$ cat src/rtl/mdu_unit.sv
// mdu_unit: iterative RV32M multiply/divide unit, one bit per cycle.
// Ports: clk/rst, kill_i abort, in_* request handshake, out_* result.
module mdu_unit #(
  parameter int DATA_WIDTH = 32,
  parameter int ADDR_WIDTH = 5
) (
  input  logic                  clk,
  input  logic                  rst,
  input  logic                  kill_i,
  input  logic                  in_valid_i,
  output logic                  in_ready_o,
  input  logic [2:0]            funct3_i,
  input  logic [DATA_WIDTH-1:0] rs1_val_i,
  input  logic [DATA_WIDTH-1:0] rs2_val_i,
  input  logic [ADDR_WIDTH-1:0] rd_i,
  output logic                  out_valid_o,
  input  logic                  out_ready_i,
  output logic [ADDR_WIDTH-1:0] rd_o,
  output logic [DATA_WIDTH-1:0] dat_o
);

  localparam int W  = DATA_WIDTH;
  localparam int CW = $clog2(W);

  localparam logic [W-1:0] MIN  = {1'b1, {(W-1){1'b0}}};
  localparam logic [W-1:0] ONES = '1;

  typedef enum logic [1:0] {
    IDLE,
    CALC,
    FIX,
    DONE
  } state_e;

  state_e state_q, state_d;

  logic [2:0]    f3_q;
  logic          neg_a_q;
  logic          neg_b_q;
  logic          spec_q;
  logic [W:0]    hi_q;
  logic [W-1:0]  lo_q;
  logic [W-1:0]  opnd_q;
  logic [CW-1:0] cnt_q;

  logic accept;
  logic last;
  logic step_en;
  logic fix_en;
  logic spec_en;

  assign accept = in_valid_i & in_ready_o & ~kill_i;
  assign last   = (cnt_q == CW'(W - 1));

  // Request decode: signedness, magnitudes, special cases.
  logic         a_sgn;
  logic         b_sgn;
  logic         neg_a;
  logic         neg_b;
  logic         div_req;
  logic         b_zero;
  logic         ovf;
  logic         spec;
  logic [W-1:0] mag_a;
  logic [W-1:0] mag_b;
  logic [W-1:0] spec_res;

  always_comb begin
    a_sgn = 1'b1;
    b_sgn = 1'b1;
    unique case (1'b1)
      funct3_i == 3'd2: b_sgn = 1'b0;
      funct3_i == 3'd3,
      funct3_i == 3'd5,
      funct3_i == 3'd7: begin
        a_sgn = 1'b0;
        b_sgn = 1'b0;
      end
      default: ;
    endcase
    neg_a   = a_sgn & rs1_val_i[W-1];
    neg_b   = b_sgn & rs2_val_i[W-1];
    mag_a   = neg_a ? (~rs1_val_i + 1'b1) : rs1_val_i;
    mag_b   = neg_b ? (~rs2_val_i + 1'b1) : rs2_val_i;
    div_req = funct3_i[2];
    b_zero  = (rs2_val_i == '0);
    // Only the signed DIV/REM encodings (4, 6) can overflow.
    ovf     = ~funct3_i[0] & (rs1_val_i == MIN)
            & (rs2_val_i == ONES);
    spec    = div_req & (b_zero | ovf);
    if (b_zero)
      spec_res = funct3_i[1] ? rs1_val_i : ONES;
    else
      spec_res = funct3_i[1] ? '0 : MIN;
  end

  // One iteration step for each algorithm.
  logic [W:0] add_s;
  logic [W:0] sh_s;
  logic [W:0] sub_s;

  always_comb begin
    add_s = hi_q + (lo_q[0] ? {1'b0, opnd_q} : '0);
    sh_s  = {hi_q[W-1:0], lo_q[W-1]};
    // Top bit set means the trial subtraction borrowed.
    sub_s = sh_s - {1'b0, opnd_q};
  end

  // Sign correction and result select.
  logic [2*W-1:0] prod;
  logic [2*W-1:0] prod_fix;
  logic [W-1:0]   quo;
  logic [W-1:0]   rem;
  logic [W-1:0]   res;

  always_comb begin
    prod     = {hi_q[W-1:0], lo_q};
    prod_fix = (neg_a_q ^ neg_b_q) ? (~prod + 1'b1) : prod;
    quo      = (neg_a_q ^ neg_b_q) ? (~lo_q + 1'b1) : lo_q;
    rem      = neg_a_q ? (~hi_q[W-1:0] + 1'b1) : hi_q[W-1:0];
    unique case (f3_q)
      3'd0:    res = prod_fix[W-1:0];
      3'd1,
      3'd2,
      3'd3:    res = prod_fix[2*W-1:W];
      3'd4,
      3'd5:    res = quo;
      default: res = rem;
    endcase
  end

  // State register.
  always_ff @(posedge clk) begin
    if (rst)
      state_q <= IDLE;
    else
      state_q <= state_d;
  end

  // Next state.
  always_comb begin
    state_d = state_q;
    if (kill_i) begin
      state_d = IDLE;
    end else begin
      unique case (state_q)
        IDLE: if (accept) state_d = CALC;
        CALC: begin
          if (spec_q)
            state_d = DONE;
          else if (last)
            state_d = FIX;
        end
        FIX:  state_d = DONE;
        DONE: if (out_ready_i) state_d = IDLE;
        default: state_d = IDLE;
      endcase
    end
  end

  // Outputs and datapath strobes.
  always_comb begin
    in_ready_o  = (state_q == IDLE) & ~rst;
    out_valid_o = (state_q == DONE);
    step_en     = (state_q == CALC) & ~spec_q;
    spec_en     = (state_q == CALC) & spec_q;
    fix_en      = (state_q == FIX);
  end

  // Datapath.
  always_ff @(posedge clk) begin
    if (rst) begin
      f3_q    <= '0;
      neg_a_q <= 1'b0;
      neg_b_q <= 1'b0;
      spec_q  <= 1'b0;
      hi_q    <= '0;
      lo_q    <= '0;
      opnd_q  <= '0;
      cnt_q   <= '0;
      rd_o    <= '0;
      dat_o   <= '0;
    end else if (kill_i) begin
      cnt_q  <= '0;
      spec_q <= 1'b0;
    end else begin
      if (accept) begin
        f3_q    <= funct3_i;
        rd_o    <= rd_i;
        neg_a_q <= neg_a;
        neg_b_q <= neg_b;
        spec_q  <= spec;
        cnt_q   <= '0;
        hi_q    <= '0;
        // Special results ride in lo_q for one cycle.
        if (spec) begin
          lo_q   <= spec_res;
          opnd_q <= '0;
        end else if (div_req) begin
          lo_q   <= mag_a;
          opnd_q <= mag_b;
        end else begin
          lo_q   <= mag_b;
          opnd_q <= mag_a;
        end
      end
      if (step_en) begin
        cnt_q <= cnt_q + 1'b1;
        if (!f3_q[2]) begin
          hi_q <= {1'b0, add_s[W:1]};
          lo_q <= {add_s[0], lo_q[W-1:1]};
        end else if (sub_s[W]) begin
          hi_q <= sh_s;
          lo_q <= {lo_q[W-2:0], 1'b0};
        end else begin
          hi_q <= sub_s;
          lo_q <= {lo_q[W-2:0], 1'b1};
        end
      end
      if (spec_en)
        dat_o <= lo_q;
      if (fix_en)
        dat_o <= res;
    end
  end

endmodule

$ cat config.mk
export PLATFORM = sky130hd
export DESIGN_NAME = mdu_unit
export DESIGN_NICKNAME = d
export VERILOG_FILES = /design/src/rtl/mdu_unit.sv
export SDC_FILE = /design/constraint.sdc
export NUM_CORES = 1
export LEC_CHECK = 0
export CORE_MARGIN = 10
export CORE_UTILIZATION = 45
export DETAILED_ROUTE_END_ITERATION = 10
export SLEW_MARGIN = 15
export SYNTH_ARGS = -nofsm -noshare
export SYNTH_HDL_FRONTEND = slang
export SYNTH_SLANG_ARGS = --single-unit
$ cat constraint.sdc
create_clock -name clk -period 4.8 [get_ports clk]
set_input_delay 0.48 -clock clk [delete_from_list [all_inputs] [get_ports clk]]
set_output_delay 0.48 -clock clk [all_outputs]
set_load 0.005 [all_outputs]
==> flow_summary_export.csv <==
group,metric,value,unit
outcome,status,"finished clean",
critical_path,crit_chain,"inv_1 -> ha_1 -> fa_1 -> nand2b_1 -> a21oi_1 -> o311a_1 -> o21ai_0 -> nand3_1 -> a311o_1 -> a21oi_1 -> o21ai_0 -> ha_1 -> nand3_1 -> nor4b_1 -> a211oi_1 -> nand3_1",
die,rows,68,
synthesis,synth-async-reset-ratio,0,%
synthesis,synthCells,2249,
timing,worst_slack,0.4651,ns
critical_path,cp_data_required_time,5.21,ns
global_routing,grt_usage,31.71,%
cells_and_area,layout_common_cells,"230 x nor2_1, 208 x nand2_1, 188 x a21oi_1, 159 x o21ai_0, 146 x dfxtp_1",
global_routing,antenna_found_initial,0,
cts,cts_buffer_depth,2,
cts,clk-insertion-delay-late,0.46,ns
timing,hold_viol,0,
die,initial_core_util,45.42,%
cts,tritoncts,"built",
synthesis,synth-seq-cells,147,
hold_path,hold_start,"rst",
critical_path,setup.worst_path.start,"lo_q[31]$_SDFFE_PP0P_",
global_routing,grt_pass1_vias,17060,
cells_and_area,multi_input_area,11700,um2
critical_path,cp.depth,16,
synthesis,synthFlopType,"dfxtp_1",
timing,clock_skew,0.01692,ns
synthesis,syn_area,15650,um2
cts,htreeDepth,4,
timing,slew_headroom,24.99,%
cells_and_area,fillerInstances,3474,
synthesis,syn-num-nets,2404,
hold_path,holdPathStages,2,
critical_path,r2r-start,"lo_q[31]$_SDFFE_PP0P_",
timing,fin_crit,4.335,ns
synthesis,synth_area_leaders,"dfxtp_1 19%, ha_1 6.1%, a21oi_1 6.0%",
job,drv_cap,0,
timing,slew_viol_final,0,
place,preCtsSetupSlack,0.4884,ns
cts,cts_buffers,17,
place,gp_congestion,1.017,
critical_path,cp_data_arrival_time,4.74,ns
die,die_w,206.5,um
cells_and_area,synthToLayoutAreaGrowth,14.31,%
die,num_io_pins,116,
cts,post_cts_resized,0,
timing,rsz0062_at_grt,"no",
detailed_routing,dr_total_vias,17990,
critical_path,crit_fanout,13,
critical_path,worstSetupEndpointType,"flop",
critical_path,rr_worst_depth,16,
critical_path,critPathMaxStageDelay,0.60,ns
detailed_routing,drt-initial-drc-count,2074,
critical_path,crit_path_start_kind,"flop",
place,portBuffers,115,
detailed_routing,drtAntennaViolNets,0,
synthesis,synth_cell_type_count,83,
detailed_routing,dr.pass1.iters,6,
critical_path,path_buf_inv,1,
die,core,34460,um2
die,die-area,42640,um2
timing,max_clock_freq,0.2307,GHz
die,die_h,206.5,um
global_routing,grt_max_degree,66,
pwr,irDropWorstVdd,0.2783,mV
timing,worst_pin_slew,1.097,ns
global_routing,overflow,0,
critical_path,slowest_stage,"ha_1",
place,dp_hpwl,52.98,mm
hold_path,min_path_type,"in2reg",
detailed_routing,drc,0,
cts,hold_buffers,0,
timing,setup_tns,0,ns
cts,root_buffer,"clkbuf_16",
synthesis,synth-edff-count,0,
synthesis,synth_top_area_share,18.80,%
timing,period_share,90.31,%
cells_and_area,seq_area,2944,um2
critical_path,critPathKind,"reg2reg",
synthesis,yosysTopAreaCell,"dfxtp_1",
cts,postCtsSetupRepairBufs,0,
synthesis,seq_area_frac_synth,18.80,%
cells_and_area,diodes,0,
cells_and_area,drive_gt1_share,6.888,%
detailed_routing,via_per_inst,6.545,
timing,setup_viol,0,
global_routing,grt_pass1_wl,103.9,mm
detailed_routing,wl_per_cell,25.06,um
pwr,leakage,0.006872,uW
critical_path,cp_common_cell,"nand3_1",
synthesis,avgSynthCellArea,6.959,um2
detailed_routing,routed_wl,68.90,mm
pwr,powerDensity,224.8,nW/um2
cts,cts.sinks,147,
cts,clk_pin_slew_worst_paths,0.08,ns
cells_and_area,final_common_cell,"nor2_1",
synthesis,yosysWarnings,0,
critical_path,critPathTopFamily,"compound AO/OA/AOI/OAI gates",
cells_and_area,layout.nets,2436,
layout make-up:
| type | count | area share, % |
|---|---|---|
| Tap cell | 455 | 3.182 |
| Clock buffer | 19 | 2.476 |
| Inverter | 83 | 1.741 |
| Multi-Input combinational cell | 1834 | 65.42 |
| Clock inverter | 13 | 0.7833 |
| Timing Repair Buffer | 198 | 9.945 |
| Sequential cell | 147 | 16.46 |
flip-flops by register name (all words and copies together) (netlist names), 2 cells and up:
signal,cells
cnt_q,5
lo_q,32
opnd_q,32
hi_q,33
dat_o,32
f3_q,3
rd_o,5
state_q,2
stage by stage:
step | hold WS (ns) | util, % | cells | power [uW] | instance area [um2]
global placement | 0.4310 | 50.23 | 2717 | 2614 | 17310
floorplan | 0.4145 | - | 2249 | 2145 | 15650
finish | 0.4106 | 51.92 | 2749 | 4021 | 17890
detailed placement | 0.4434 | 50.23 | 2717 | 2613 | 17310
global route | 0.4026 | 51.92 | 2749 | 4168 | 17890
CTS | 0.3816 | 51.92 | 2749 | 3989 | 17890
where the power goes:
part	switching [uW]	internal, uW
Combinational	822	472
Clock	643	747
Sequential	72.0	1260
Total	1540	2480
logic make-up (layout without fill, tap and decap cells):
logic type                 Yosys count  count (layout)  synth area share, %
DFF                                147             147                18.80
xor gates and xnor gates           164             164                9.177
adders and majority gates           78              78                6.331
AOI/OAI and AO/OA                  722             722                30.06
buffers and inverters              268             313                6.595
and+or+nand+nor                    806             806                24.91
muxes                               64              64                4.125
synthesized netlist by cell type (41+ instances only):
cell / instances
nor2_1: 232
nand2_1: 208
a21oi_1: 188
clkbuf_1: 165
o21ai_0: 159
dfxtp_1: 147
xnor2_1: 89
nor3_1: 86
inv_1: 81
ha_1: 76
xor2_1: 75
nand3_1: 70
mux2i_1: 60
o211ai_1: 41
worst paths after layout:
check	to	slack, ns
max	hi_q[30]$_SDFFE_PP0P_	0.47
min	lo_q[25]$_SDFFE_PP0P_	0.41
max reg2reg	hi_q[30]$_SDFFE_PP0P_	0.47
min reg2reg	dat_o[2]$_SDFFE_PP0P_	0.45
metal layers:
metal,vias up,wire length (um),GRT usage (%)
met4,0,3208,15.72
met5,-,0,0
met1,8537,29350,41.15
met2,941,30380,48.85
met3,144,5968,6.646
li1,8370,-,-
Note: power is estimated with default switching activity, not from simulation.
